===== config.mk =====
export PLATFORM = sky130hd
export DESIGN_NAME = vjtag_mm_read
export DESIGN_NICKNAME = d
export VERILOG_FILES = /design/src/rtl/vjtag_mm_read_pkg.sv /design/src/rtl/mm_read_fifo.sv /design/src/rtl/vjtag_mm_read.sv
export SDC_FILE = /design/constraint.sdc
export NUM_CORES = 1
export LEC_CHECK = 0
export BUFFER_PORTS_ARGS = -buffer_cell sky130_fd_sc_hd__buf_2
export CORE_MARGIN = 2
export CORE_UTILIZATION = 55
export DETAILED_ROUTE_END_ITERATION = 16
export GPL_ROUTABILITY_DRIVEN = 0
export PLACE_DENSITY = 0.81
export SYNTH_ARGS = -nofsm -noshare
export SYNTH_HDL_FRONTEND = slang
export SYNTH_SLANG_ARGS = --single-unit

===== constraint.sdc =====
create_clock -name Clk -period 9.25 [get_ports Clk]
set_input_delay 0.4625 -clock Clk [delete_from_list [all_inputs] [get_ports Clk]]
set_output_delay 0.4625 -clock Clk [all_outputs]
set_load 0.05 [all_outputs]

===== src/rtl/vjtag_mm_read_pkg.sv =====
// vjtag_mm_read_pkg: shared FSM encoding, Avalon tie-offs and default widths
package vjtag_mm_read_pkg;
  typedef enum logic [1:0] {IDLE, FETCH, DRAIN} state_t;
  localparam int ADDR_W_DEF = 25;
  localparam int DATA_W_DEF = 16;
  localparam int LEN_W_DEF = 16;
  localparam int FIFO_DEPTH_DEF = 16;
  localparam int MAX_PEND_DEF = 4;
  localparam logic AV_CHIP_EN = 1'b1;
  localparam logic [1:0] AV_BYTE_EN = 2'b11;
  localparam logic AV_WRITE = 1'b0;
endpackage


===== src/rtl/mm_read_fifo.sv =====
// mm_read_fifo: sync FIFO with first-word fall-through head and occupancy count
module mm_read_fifo #(
  parameter int DATA_W = 16,
  parameter int DEPTH = 16
) (
  input  logic clk,
  input  logic rst,
  input  logic clr,
  input  logic push,
  input  logic pop,
  input  logic [DATA_W-1:0] din,
  output logic [DATA_W-1:0] head,
  output logic [$clog2(DEPTH+1)-1:0] count,
  output logic empty
);
  localparam int AW = $clog2(DEPTH);
  localparam int CW = $clog2(DEPTH+1);
  logic [DATA_W-1:0] mem [DEPTH];
  logic [AW-1:0] wr, rd;
  always_ff @(posedge clk or posedge rst)
    if (rst) begin
      wr <= '0;
      rd <= '0;
      count <= '0;
    end else if (clr) begin
      wr <= '0;
      rd <= '0;
      count <= '0;
    end else begin
      if (push) wr <= wr + 1'b1;
      if (pop) rd <= rd + 1'b1;
      count <= count + CW'(push) - CW'(pop);
    end
  always_ff @(posedge clk)
    if (push && !clr) mem[wr] <= din;
  assign head = mem[rd];
  assign empty = count == '0;
endmodule


===== src/rtl/vjtag_mm_read.sv =====
// vjtag_mm_read: Avalon-MM block reader feeding an LSB-first JTAG TDO serialiser
module vjtag_mm_read
  import vjtag_mm_read_pkg::*;
#(
  parameter int ADDR_W = ADDR_W_DEF,
  parameter int DATA_W = DATA_W_DEF,
  parameter int LEN_W = LEN_W_DEF,
  parameter int FIFO_DEPTH = FIFO_DEPTH_DEF,
  parameter int MAX_PEND = MAX_PEND_DEF
) (
  input  logic Clk,
  input  logic Reset,
  input  logic Start,
  input  logic [ADDR_W-1:0] Base_Address,
  input  logic [LEN_W-1:0] Word_Count,
  output logic Busy,
  output logic Done,
  output logic Underrun,
  output logic Avalon_ChipEnable,
  output logic [1:0] Avalon_ByteEnable,
  output logic [ADDR_W-1:0] Avalon_Address,
  output logic Avalon_Read,
  input  logic Avalon_WaitRequest,
  input  logic [DATA_W-1:0] Avalon_ReadData,
  input  logic Avalon_ReadDataValid,
  output logic Avalon_Write,
  input  logic Capture_Strobe,
  input  logic Shift_Strobe,
  output logic TDO_Bit
);
  localparam int PW = $clog2(MAX_PEND+1);
  localparam int CW = $clog2(FIFO_DEPTH+1);
  localparam int SW = (PW > CW ? PW : CW) + 1;
  localparam int BW = $clog2(DATA_W);
  state_t state, state_nxt;
  logic [LEN_W-1:0] remaining, words_left;
  logic [PW-1:0] pending;
  logic [DATA_W-1:0] shreg, head;
  logic [BW-1:0] bitcnt;
  logic [CW-1:0] fifo_count;
  logic fifo_empty, start_ok, credit, accept, ret, push, pop, word_end, last_bit, load;
  assign Busy = state != IDLE;
  assign start_ok = Start && !Busy;
  assign credit = (SW'(pending) + SW'(fifo_count) < SW'(FIFO_DEPTH)) && (pending < PW'(MAX_PEND));
  assign Avalon_Read = state == FETCH && credit;
  assign accept = Avalon_Read && !Avalon_WaitRequest;
  assign ret = Avalon_ReadDataValid && pending != '0;
  assign word_end = Shift_Strobe && !Capture_Strobe && bitcnt == BW'(DATA_W-1);
  assign last_bit = Busy && word_end && words_left == LEN_W'(1);
  assign load = Busy && (Capture_Strobe || word_end) && !last_bit;
  assign pop = load && !fifo_empty;
  // Returns after the final bit or after a reset belong to no live transfer.
  assign push = ret && Busy && !last_bit;
  assign Avalon_ChipEnable = AV_CHIP_EN;
  assign Avalon_ByteEnable = AV_BYTE_EN;
  assign Avalon_Write = AV_WRITE;
  assign TDO_Bit = shreg[0];
  mm_read_fifo #(.DATA_W(DATA_W), .DEPTH(FIFO_DEPTH)) u_fifo (
    .clk(Clk),
    .rst(Reset),
    .clr(last_bit),
    .push(push),
    .pop(pop),
    .din(Avalon_ReadData),
    .head(head),
    .count(fifo_count),
    .empty(fifo_empty)
  );
  always_ff @(posedge Clk or posedge Reset)
    if (Reset) state <= IDLE;
    else state <= state_nxt;
  always_comb begin
    state_nxt = state;
    if (state == IDLE && start_ok && Word_Count != '0) state_nxt = FETCH;
    else if (last_bit) state_nxt = IDLE;
    else if (state == FETCH && accept && remaining == LEN_W'(1)) state_nxt = DRAIN;
  end
  always_ff @(posedge Clk or posedge Reset)
    if (Reset) begin
      Avalon_Address <= '0;
      remaining <= '0;
      words_left <= '0;
      pending <= '0;
      shreg <= '0;
      bitcnt <= '0;
      Underrun <= 1'b0;
      Done <= 1'b0;
    end else begin
      Done <= (start_ok && Word_Count == '0) || last_bit;
      pending <= pending + PW'(accept) - PW'(ret);
      if (start_ok) begin
        Avalon_Address <= Base_Address;
        remaining <= Word_Count;
        words_left <= Word_Count;
        Underrun <= 1'b0;
      end else if (accept) begin
        Avalon_Address <= Avalon_Address + 1'b1;
        remaining <= remaining - 1'b1;
      end
      if (Busy && word_end) words_left <= words_left - 1'b1;
      if (load) begin
        shreg <= fifo_empty ? '0 : head;
        bitcnt <= '0;
        if (fifo_empty) Underrun <= 1'b1;
      end else if (last_bit || !Busy) begin
        shreg <= '0;
        bitcnt <= '0;
      end else if (Shift_Strobe) begin
        shreg <= shreg >> 1;
        bitcnt <= bitcnt + 1'b1;
      end
    end
endmodule


---- After elaboration in Yosys (flattened, before gate mapping) ----
Memory sizes are Yosys's and may differ from the RTL's.
Cells that the tools add are included.
operators by class
  add/sub/neg operators ................... 11
  magnitude comparators ................... 2
  equal/unequal tests ..................... 4
  multiplexer cells ....................... 26
  reduce and logical (&&, ||, !) cells .... 40
operators by type and width
  operator                                            number
  2-to-1 mux 16 bit                                   8
  2-to-1 mux 25 bit                                   2
  == test 16 x 1 -> 1 bit, second input constant      2
  subtractor 16 x 1 -> 16 bit, second input constant  2
  2-to-1 mux 4 bit                                    7
  adder 25 x 1 -> 25 bit, second input constant       1
  logical AND 1 bit                                   20
  zero test 16 bit                                    1
  nonzero test 16 bit                                 1
  adder 4 x 1 -> 4 bit, second input constant         3
  nonzero test 2 bit                                  5
  nonzero test 3 bit                                  3
  adder 3 x 5 -> 6 bit                                1
  < comparator 6 x 5 -> 1 bit, second input constant  1
  2-to-1 mux 2 bit                                    3
  adder 5 x 1 -> 5 bit                                1
  zero test 1 bit                                     5
  zero test 5 bit                                     1
  2-to-1 mux 1 bit                                    5
  2-to-1 mux 5 bit                                    1
  subtractor 5 x 1 -> 5 bit                           1
  == test 4 bit, second input constant                1
  adder 3 x 1 -> 3 bit                                1
  logical OR 1 bit                                    3
  other kinds (4)                                     4
storage, ports and cells
  register bits ........................... 97
  memory bits (writable) .................. 256
  input port bits ......................... 64
  output and inout port bits .............. 34
  memories kept ........................... 1
memory list
  memory      words  width  read ports  clocked after Yosys merged registers in  write ports  RTL line            RTL
  u_fifo.mem  16     16     1           0                                        1            mm_read_fifo.sv:18  logic [DATA_W-1:0] mem [DEPTH];

---- Depth between registers and ports, before layout ----
Gate-level depths: netlist of run 1.
  depth in word-level cells ............... 10
  depth in mapped cells ................... 17
  depth with buffers taken out ............ 15

---- Hierarchy ----
A second synthesis of run 1 with hierarchy kept.
unflattened totals
  cells, all modules ...................... 1037
  area, all modules ....................... 15383.5 µm²
modules (own cells, without submodules)
  module         times used  cells an instance  area an instance (µm²)  seq. area each (µm²)
  mm_read_fifo   1           487                10467.5                 8012.7
  vjtag_mm_read  1           550                4916.0                  2102.0

---- Worst setup path before layout of run 1 ----
Ideal clock, no wire load.
  path kind ............................... register to register
  start ................................... register words_left[2]
  end ..................................... register u_fifo.count[4]
  data arrival time ....................... 3.105 ns
  data required time ...................... 9.172 ns
  path slack .............................. 6.067 ns
  stages on the path, launching flop included .. 17
  cells stage by stage .................... dfrtp_1 -> nor4_1 -> and3_1 -> and3_1 -> buf_4 -> nor2_1 -> buf_2 -> ha_1 -> inv_1 -> ha_1 -> inv_1 -> fa_1 -> inv_1 -> a21oi_1 -> nor2_1 -> or3_1 -> a21oi_1
on the way
  word-level cells in the longest chain between the ends .. 7
  elaborated cells on any way between the ends .. 9
  classes of those cells .................. add/sub: 2; eq/ne: 1; mux: 1; reduce/logical: 5
RTL lines
  what                                                              RTL line                                  RTL
  from (decl)                                                       vjtag_mm_read.sv:36                       logic [LEN_W-1:0] remaining, words_left;
  from (signal assigned)                                            vjtag_mm_read.sv:94                       words_left <= Word_Count;
  from (signal assigned)                                            vjtag_mm_read.sv:100                      if (Busy && word_end) words_left <= words_left - 1'b1;
  == test 16 x 1 -> 1 bit *                                         vjtag_mm_read.sv:49                       assign last_bit = Busy && word_end && words_left == LEN_W'(1);
  logical AND 1 bit *                                               vjtag_mm_read.sv:49
  zero test 1 bit                                                   vjtag_mm_read.sv:50, vjtag_mm_read.sv:53
  logical AND 1 bit, on equally long branches                       vjtag_mm_read.sv:53, vjtag_mm_read.sv:50
  adder 5 x 1 -> 5 bit / logical AND 1 bit (equally long branches)  mm_read_fifo.sv:32, vjtag_mm_read.sv:51
  subtractor 5 x 1 -> 5 bit                                         mm_read_fifo.sv:32                        count <= count + CW'(push) - CW'(pop);
  2-to-1 mux 5 bit *                                                mm_read_fifo.sv:25                        end else if (clr) begin
  to (signal assigned)                                              mm_read_fifo.sv:32
  to (decl)                                                         mm_read_fifo.sv:13                        output logic [$clog2(DEPTH+1)-1:0] count,
Mark *: on every way between the ends. The rest lies on a longest branch, timed or not.
A chain may end at the register's enable or synchronous reset.

---- Worst setup path in the final report of run 1 ----
Ends and elaborated chain as after synthesis.

==> impl_metrics.yaml, run 1 <==
outcome:
  outcome: "finished, violations left"
  failed_checks: "negative hold slack"
layout:
  layout.nets: 1186
  syn2layout_area_growth_pct: 12.6
  n_fill_cell: 1939
  layout-drive-gt1-share: 0.222
pwr:
  p_leak_nw: 6.20
  power.density_mw_per_mm2: 320
  p_clk_frac: 0.259
  p_comb_frac: 0.331
  seq_power_share: 0.410
  switching_share: 0.356
  peakVddDrop_uv: 289
  internal-power_mw: 3.56
  switching_power_mw: 1.97
worst_setup_path:
  end_kind: "register"
  startpoint_type: "register"
  path_max_fanout: 18
  worstPathArrival_ps: 4690
  worstSetupPathType: "register to register"
  cp.required_ps: 9700
floorplanning:
  die-area_mm2: 0.0293
  rows: 61
  die-width_um: 171
  die_h_um: 171
  num_io_pins: 98
  start_util: 0.556
  core_mm2: 0.0276
logic_synthesis:
  async_flop_share: 0.275
  yosys_register_bits: 353
  ys_warn_count: 0
  syn_area_mm2: 0.0154
  synth_cell_type_count: 76
  synth.avg_cell_area_um2: 15.1
  ys_seq_area_frac: 0.659
  syn_inst: 1015
  synth_top_area_share: 0.501
  synth_top_area_cell: "edfxtp_1"
  synth-edff-count: 256
  synth-main-ff-cell: "edfxtp_1"
  synth_area_leaders: "edfxtp_1 50%, dfrtp_1 16%, mux4_2 9.4%"
run:
  cap_viol_max_count: 0
global_route:
  grtUsageTotal: 0.237
  grt_pass1_wl_um: 52500
  overflow: 0
  grt_pass1_vias: 9311
  antenna_found_initial: 2
  grt_start_max_net_pins: 68
sta:
  grt_setup_unrepaired: "false"
  holdWs_ps: -14.3
  setup_viol: 0
  slew-limit-headroom: 0.180
  post-route-period-util: 0.459
  hold_viol: 10
  setup_ws_ps: 5000
  tightest_slew_ps: 1230
  drv_slew: 0
  fin_setup_tns_ps: 0
  timing.fmax_mhz: 235
  skew_ps: 22.1
  fin_crit_ps: 4250
clocking:
  clock_path_buffers: 3
  cts_made_buffers: 37
  htree_levels: 2
  cts_hold_buf: 0
  cts_sinks: 353
  ctsResizeCount: 0
  cts_setup_buffers: 0
  clk_pin_slew_ps: 60
  insertion_delay_ps: 530
  cts_tree: "done"
  cts-root-buf: "clkbuf_16"
routing:
  ant_nets: 0
  drc_errors: 0
  wl_per_cell_um: 22.9
  vias: 9542
  drt_first_pass_iters: 7
  drtIter0Drc: 922
  viasPerCell: 6.34
  wirelength_um: 34400
place:
  post-place-ws_ps: 4960
  hpwl_um: 20200
  numPortBuffers: 93
min_path:
  hold_class: "input pin to asynchronous set/reset pin"
[cell usage after synthesis (all sizes together), types with 8 or more instances]
cell type and n:
nor3 16, and2 9, nand2 49, or3 10, ha 22, a221oi 11, o221a 12, a21o 8
clkbuf 36, a22oi 13, mux4 64, buf 21, a31oi 11, nand3 23, or2 8, edfxtp 256
o211ai 15, mux2i 8, dfrtp 97, and4 11, and3 9, nor2b 15, o21ai 39, a22o 12
and4b 8, a21oi 15, nor4 13, nor2 74, inv 29
[critical path: stages, from the launching register on]
cell and delay (ps):
dfrtp_1 440, nor4_1 740, and3_1 330, and3_1 580
nor2_1 430, ha_1 420, inv_1 60, ha_1 210
inv_1 80, fa_1 200, inv_1 50, a21oi_1 110
nor2_1 60, or3_1 300, a21oi_1 170
[power by group through the flow]
| stage | logic [mW] | clock network [mW] | registers, mW |
|---|---|---|---|
| floorplan | 1.25 | 0 | 2.36 |
| global placement | 1.77 | 0 | 2.27 |
| detailed placement | 1.81 | 0 | 2.29 |
| CTS | 1.84 | 1.44 | 2.26 |
| global route | 1.98 | 1.50 | 2.31 |
| finish | 1.83 | 1.43 | 2.27 |
[area by class of cell]
cell class                 count  area (µm²)  area share
tap                          378         473      0.0274
multi-input combinational    578        4900       0.283
timing repair buffer          99         510      0.0295
inverter                      29         111     0.00644
clock buffer                  48         987      0.0571
sequential                   353       10100       0.585
clock inverter                18         188      0.0109
antenna                        1        2.50    0.000145
[layer usage]
layer	part of all wire	global-route usage	vias to the layer above
met2	0.50	0.393	420
met4	0.037	0.0951	2
li1	-	-	4214
met5	0.00023	0	-
met1	0.40	0.314	4810
met3	0.071	0.0398	96
[path summary, 6_finish.rpt]
kind | startpoint | end | slack, ps | depth (start not counted)
setup / recovery | words_left[2] | u_fifo.count[4] | 5000 | 14
max in group asynchronous | Reset | words_left[1] | 8140 | 3
setup reg to reg | words_left[2] | u_fifo.count[4] | 5000 | 14
hold reg to reg | words_left[9] | words_left[9] | 510 | 1
hold / removal | Reset | Avalon_Address[17] | -10 | 2
min in group Clk | Base_Address[0] | Avalon_Address[0] | 160 | 2
[cells in the final DEF (no fill, tap or decap), drive strengths merged, types with 7 or more instances in the layout]
cell / instances
and4: 11
nor2b: 15
clkinv: 13
xnor2: 7
and3: 9
nand3: 23
or2: 8
a21oi: 15
ha: 22
a221oi: 11
buf: 99
dfrtp: 97
o221a: 12
a31oi: 11
a22oi: 13
a311oi: 7
mux2i: 8
nand4: 7
and2: 9
mux4: 64
nor2: 74
or3: 10
a21o: 8
and4b: 8
inv: 30
a22o: 12
clkbuf: 48
o211ai: 15
or4: 7
o21ai: 39
nor3: 16
nor4: 13
edfxtp: 256
nand2: 49
[state kept, by name (all words and copies together) (netlist names)]
name            flops
Avalon_Address     25
Done                1
Underrun            1
bitcnt              4
pending             3
remaining          16
shreg              16
state               2
u_fifo.count        5
u_fifo.mem        256
u_fifo.rd           4
u_fifo.wr           4
words_left         16
[logic make-up (layout without fill, tap and decap cells)]
logic type	count (synthesis)	in the layout	synth area share
AO/OA/AOI/OAI	196	196	0.0964
XOR/XNOR	13	13	0.00741
adder cells (fa/ha/maj)	24	24	0.0205
buffers and inverters	86	194	0.0235
flip-flops	353	353	0.659
multiplexers	72	72	0.0991
other	2	5	0.000489
AND/OR/NAND/NOR	269	269	0.0940
[stage by stage]
stage	total power, mW	std cells	utilization	hold WS [ps]	cell area, µm²
final	5.53	1504	0.626	-14.3	17300
after global routing	5.79	1504	0.626	30.9	17300
after floorplan	3.61	1017	-	449	15400
after detailed placement	4.10	1437	0.583	493	16100
after global placement	4.03	1437	0.583	487	16100
after CTS	5.54	1503	0.626	7.13	17300
Note: power is estimated with default switching activity, not from simulation.
==> run 2: changes to the inputs <==
- ABC_AREA: not set -> 1
- PLACE_DENSITY: 0.81 -> 0.84
- clock period: 9.25 -> 3.9 ns (I/O delays scaled with it)
==> impl_metrics.yaml, run 2 <==
outcome:
  outcome: "completed"
floorplanning:
  start_util: 0.559
  die_h_um: 178
  die-width_um: 178
  rows: 63
  die-area_mm2: 0.0315
  core_mm2: 0.0296
  num_io_pins: 98
worst_setup_path:
  path_max_fanout: 17
  end_kind: "register"
  startpoint_type: "register"
  worstSetupPathType: "register to register"
  worstPathArrival_ps: 3520
  cp.required_ps: 4320
clocking:
  insertion_delay_ps: 540
  cts_sinks: 353
  cts_setup_buffers: 0
  cts-root-buf: "clkbuf_16"
  cts_made_buffers: 37
  clock_path_buffers: 3
  clk_pin_slew_ps: 60
  htree_levels: 2
  cts_tree: "done"
layout:
  largest_reg_flops: 256
  layout.nets: 2001
  syn2layout_area_growth_pct: 15.2
  layout-drive-gt1-share: 0.113
  final_common_cell: "nand2_1"
  largest-register: "u_fifo.mem"
  final_util: 0.644
  top_regs: "u_fifo.mem x256, Avalon_Address x25"
  n_fill_cell: 2184
  final_cell_mix: "561 x nand2_1, 256 x edfxtp_1, 242 x nor2_1"
logic_synthesis:
  yosys_register_bits: 353
  synth.avg_cell_area_um2: 9.25
  synth-main-ff-cell: "edfxtp_1"
  ys_seq_area_frac: 0.611
  syn_inst: 1789
  synth_top_area_share: 0.464
  syn_area_mm2: 0.0166
  synth_top_area_cell: "edfxtp_1"
  synth-edff-count: 256
  ys_warn_count: 0
  synth_area_leaders: "edfxtp_1 46%, dfrtp_1 15%, nand2_1 13%"
  async_flop_share: 0.275
  synth_top_cells_by_count: "561 x nand2_1, 256 x edfxtp_1, 242 x nor2_1"
  synth.most_common_cell: "nand2_1"
  synth_cell_type_count: 41
global_route:
  grt_pass1_wl_um: 64900
  grtUsageTotal: 0.262
  grt_start_max_net_pins: 75
  overflow: 0
  grt_pass1_vias: 12765
  antenna_found_initial: 2
sta:
  slew-limit-headroom: 0.230
  post-route-period-util: 0.793
  hold_viol: 0
  fin_setup_tns_ps: 0
  tightest_slew_ps: 1150
  fin_crit_ps: 3090
  skew_ps: 18.0
  setup_viol: 0
  drv_slew: 0
  timing.fmax_mhz: 323
  grt_setup_unrepaired: "false"
pwr:
  p_leak_nw: 8.02
  power.density_mw_per_mm2: 600
  peakVddDrop_uv: 458
routing:
  viasPerCell: 5.70
  wl_per_cell_um: 17.8
  drtIter0Drc: 1455
  ant_nets: 0
  drc_errors: 0
  vias: 13300
  drt_first_pass_iters: 6
  wirelength_um: 41500
place:
  numPortBuffers: 93
  hpwl_um: 26000
min_path:
  hold_class: "input pin to register"
run:
  cap_viol_max_count: 0
[run 2: final timing paths]
check,endpoint,startpoint,cells past startpoint,slack [ps]
hold / removal,bitcnt[1],Shift_Strobe,3,20
hold reg to reg,remaining[15],remaining[15],2,500
max in group asynchronous,words_left[12],Reset,4,2580
setup / recovery,u_fifo.count[4],bitcnt[0],16,810
min in group asynchronous,words_left[4],Reset,3,420
setup reg to reg,u_fifo.count[4],bitcnt[0],16,810
[run 2: metal layers]
metal	GRT usage	routed length, µm	up-vias
li1	-	-	6161
met1	0.344	16200	6291
met2	0.433	19800	732
met3	0.0488	4040	116
met4	0.102	1430	0
met5	0	0	-
[run 2: critical path, stage by stage, from the launching register on]
cell and delay (ps):
dfrtp_1 410, ha_1 230, nand3_1 170, nor3_4 40, buf_4 200, nand3_4 120, nand3_2 420, inv_1 250
ha_1 190, inv_1 50, fa_1 360, inv_1 90, a21oi_1 70, nor2_1 100, nor2_1 60, xnor2_1 140
nor2_1 60
[run 2: kinds of logic after synthesis]
family,synth area share
AOI/OAI and AO/OA,0.0602
xor gates and xnor gates,0.0111
adders and majority gates,0.0190
buffers and inverters,0.0495
DFF,0.611
other,0.000454
and+or+nand+nor,0.249
[run 2: final cells by class]
type,count,area (µm²),area share
Sequential cell,353,10100,0.530
Clock buffer,43,958,0.0502
Clock inverter,25,297,0.0155
Timing Repair Buffer,158,1050,0.0548
Tap cell,390,488,0.0256
Inverter,121,458,0.0240
Antenna cell,2,5.00,0.000262
Multi-Input combinational cell,1242,5710,0.299
[run 2: where the power goes]
group	internal, mW	switching [mW]
logic	0.925	2.15
clock network	2.12	1.51
registers	4.47	0.275
total	7.52	3.94
[run 2: per-stage QoR]
| step | instances | cell area (µm²) | total power, mW | hold slack [ps] | worst slack [ps] |
|---|---|---|---|---|---|
| 2_1_floorplan | 1791 | 16600 | 6.76 | 294 | 1090 |
| 3_3_place_gp | 2232 | 17500 | 7.62 | 453 | 956 |
| 3_5_place_dp | 2232 | 17500 | 7.77 | 459 | 883 |
| 4_1_cts | 2332 | 19100 | 11.4 | 6.27 | 827 |
| 5_1_grt | 2333 | 19100 | 12.0 | 43.8 | 601 |
| 6_report | 2334 | 19100 | 11.5 | 16.2 | 807 |
[run 2: repair_timing]
item	CTS	global route
hold endpoints to repair	103	0
endpoints found under the setup margin	0	0
resized for setup	0	0
hold buffers	32	0
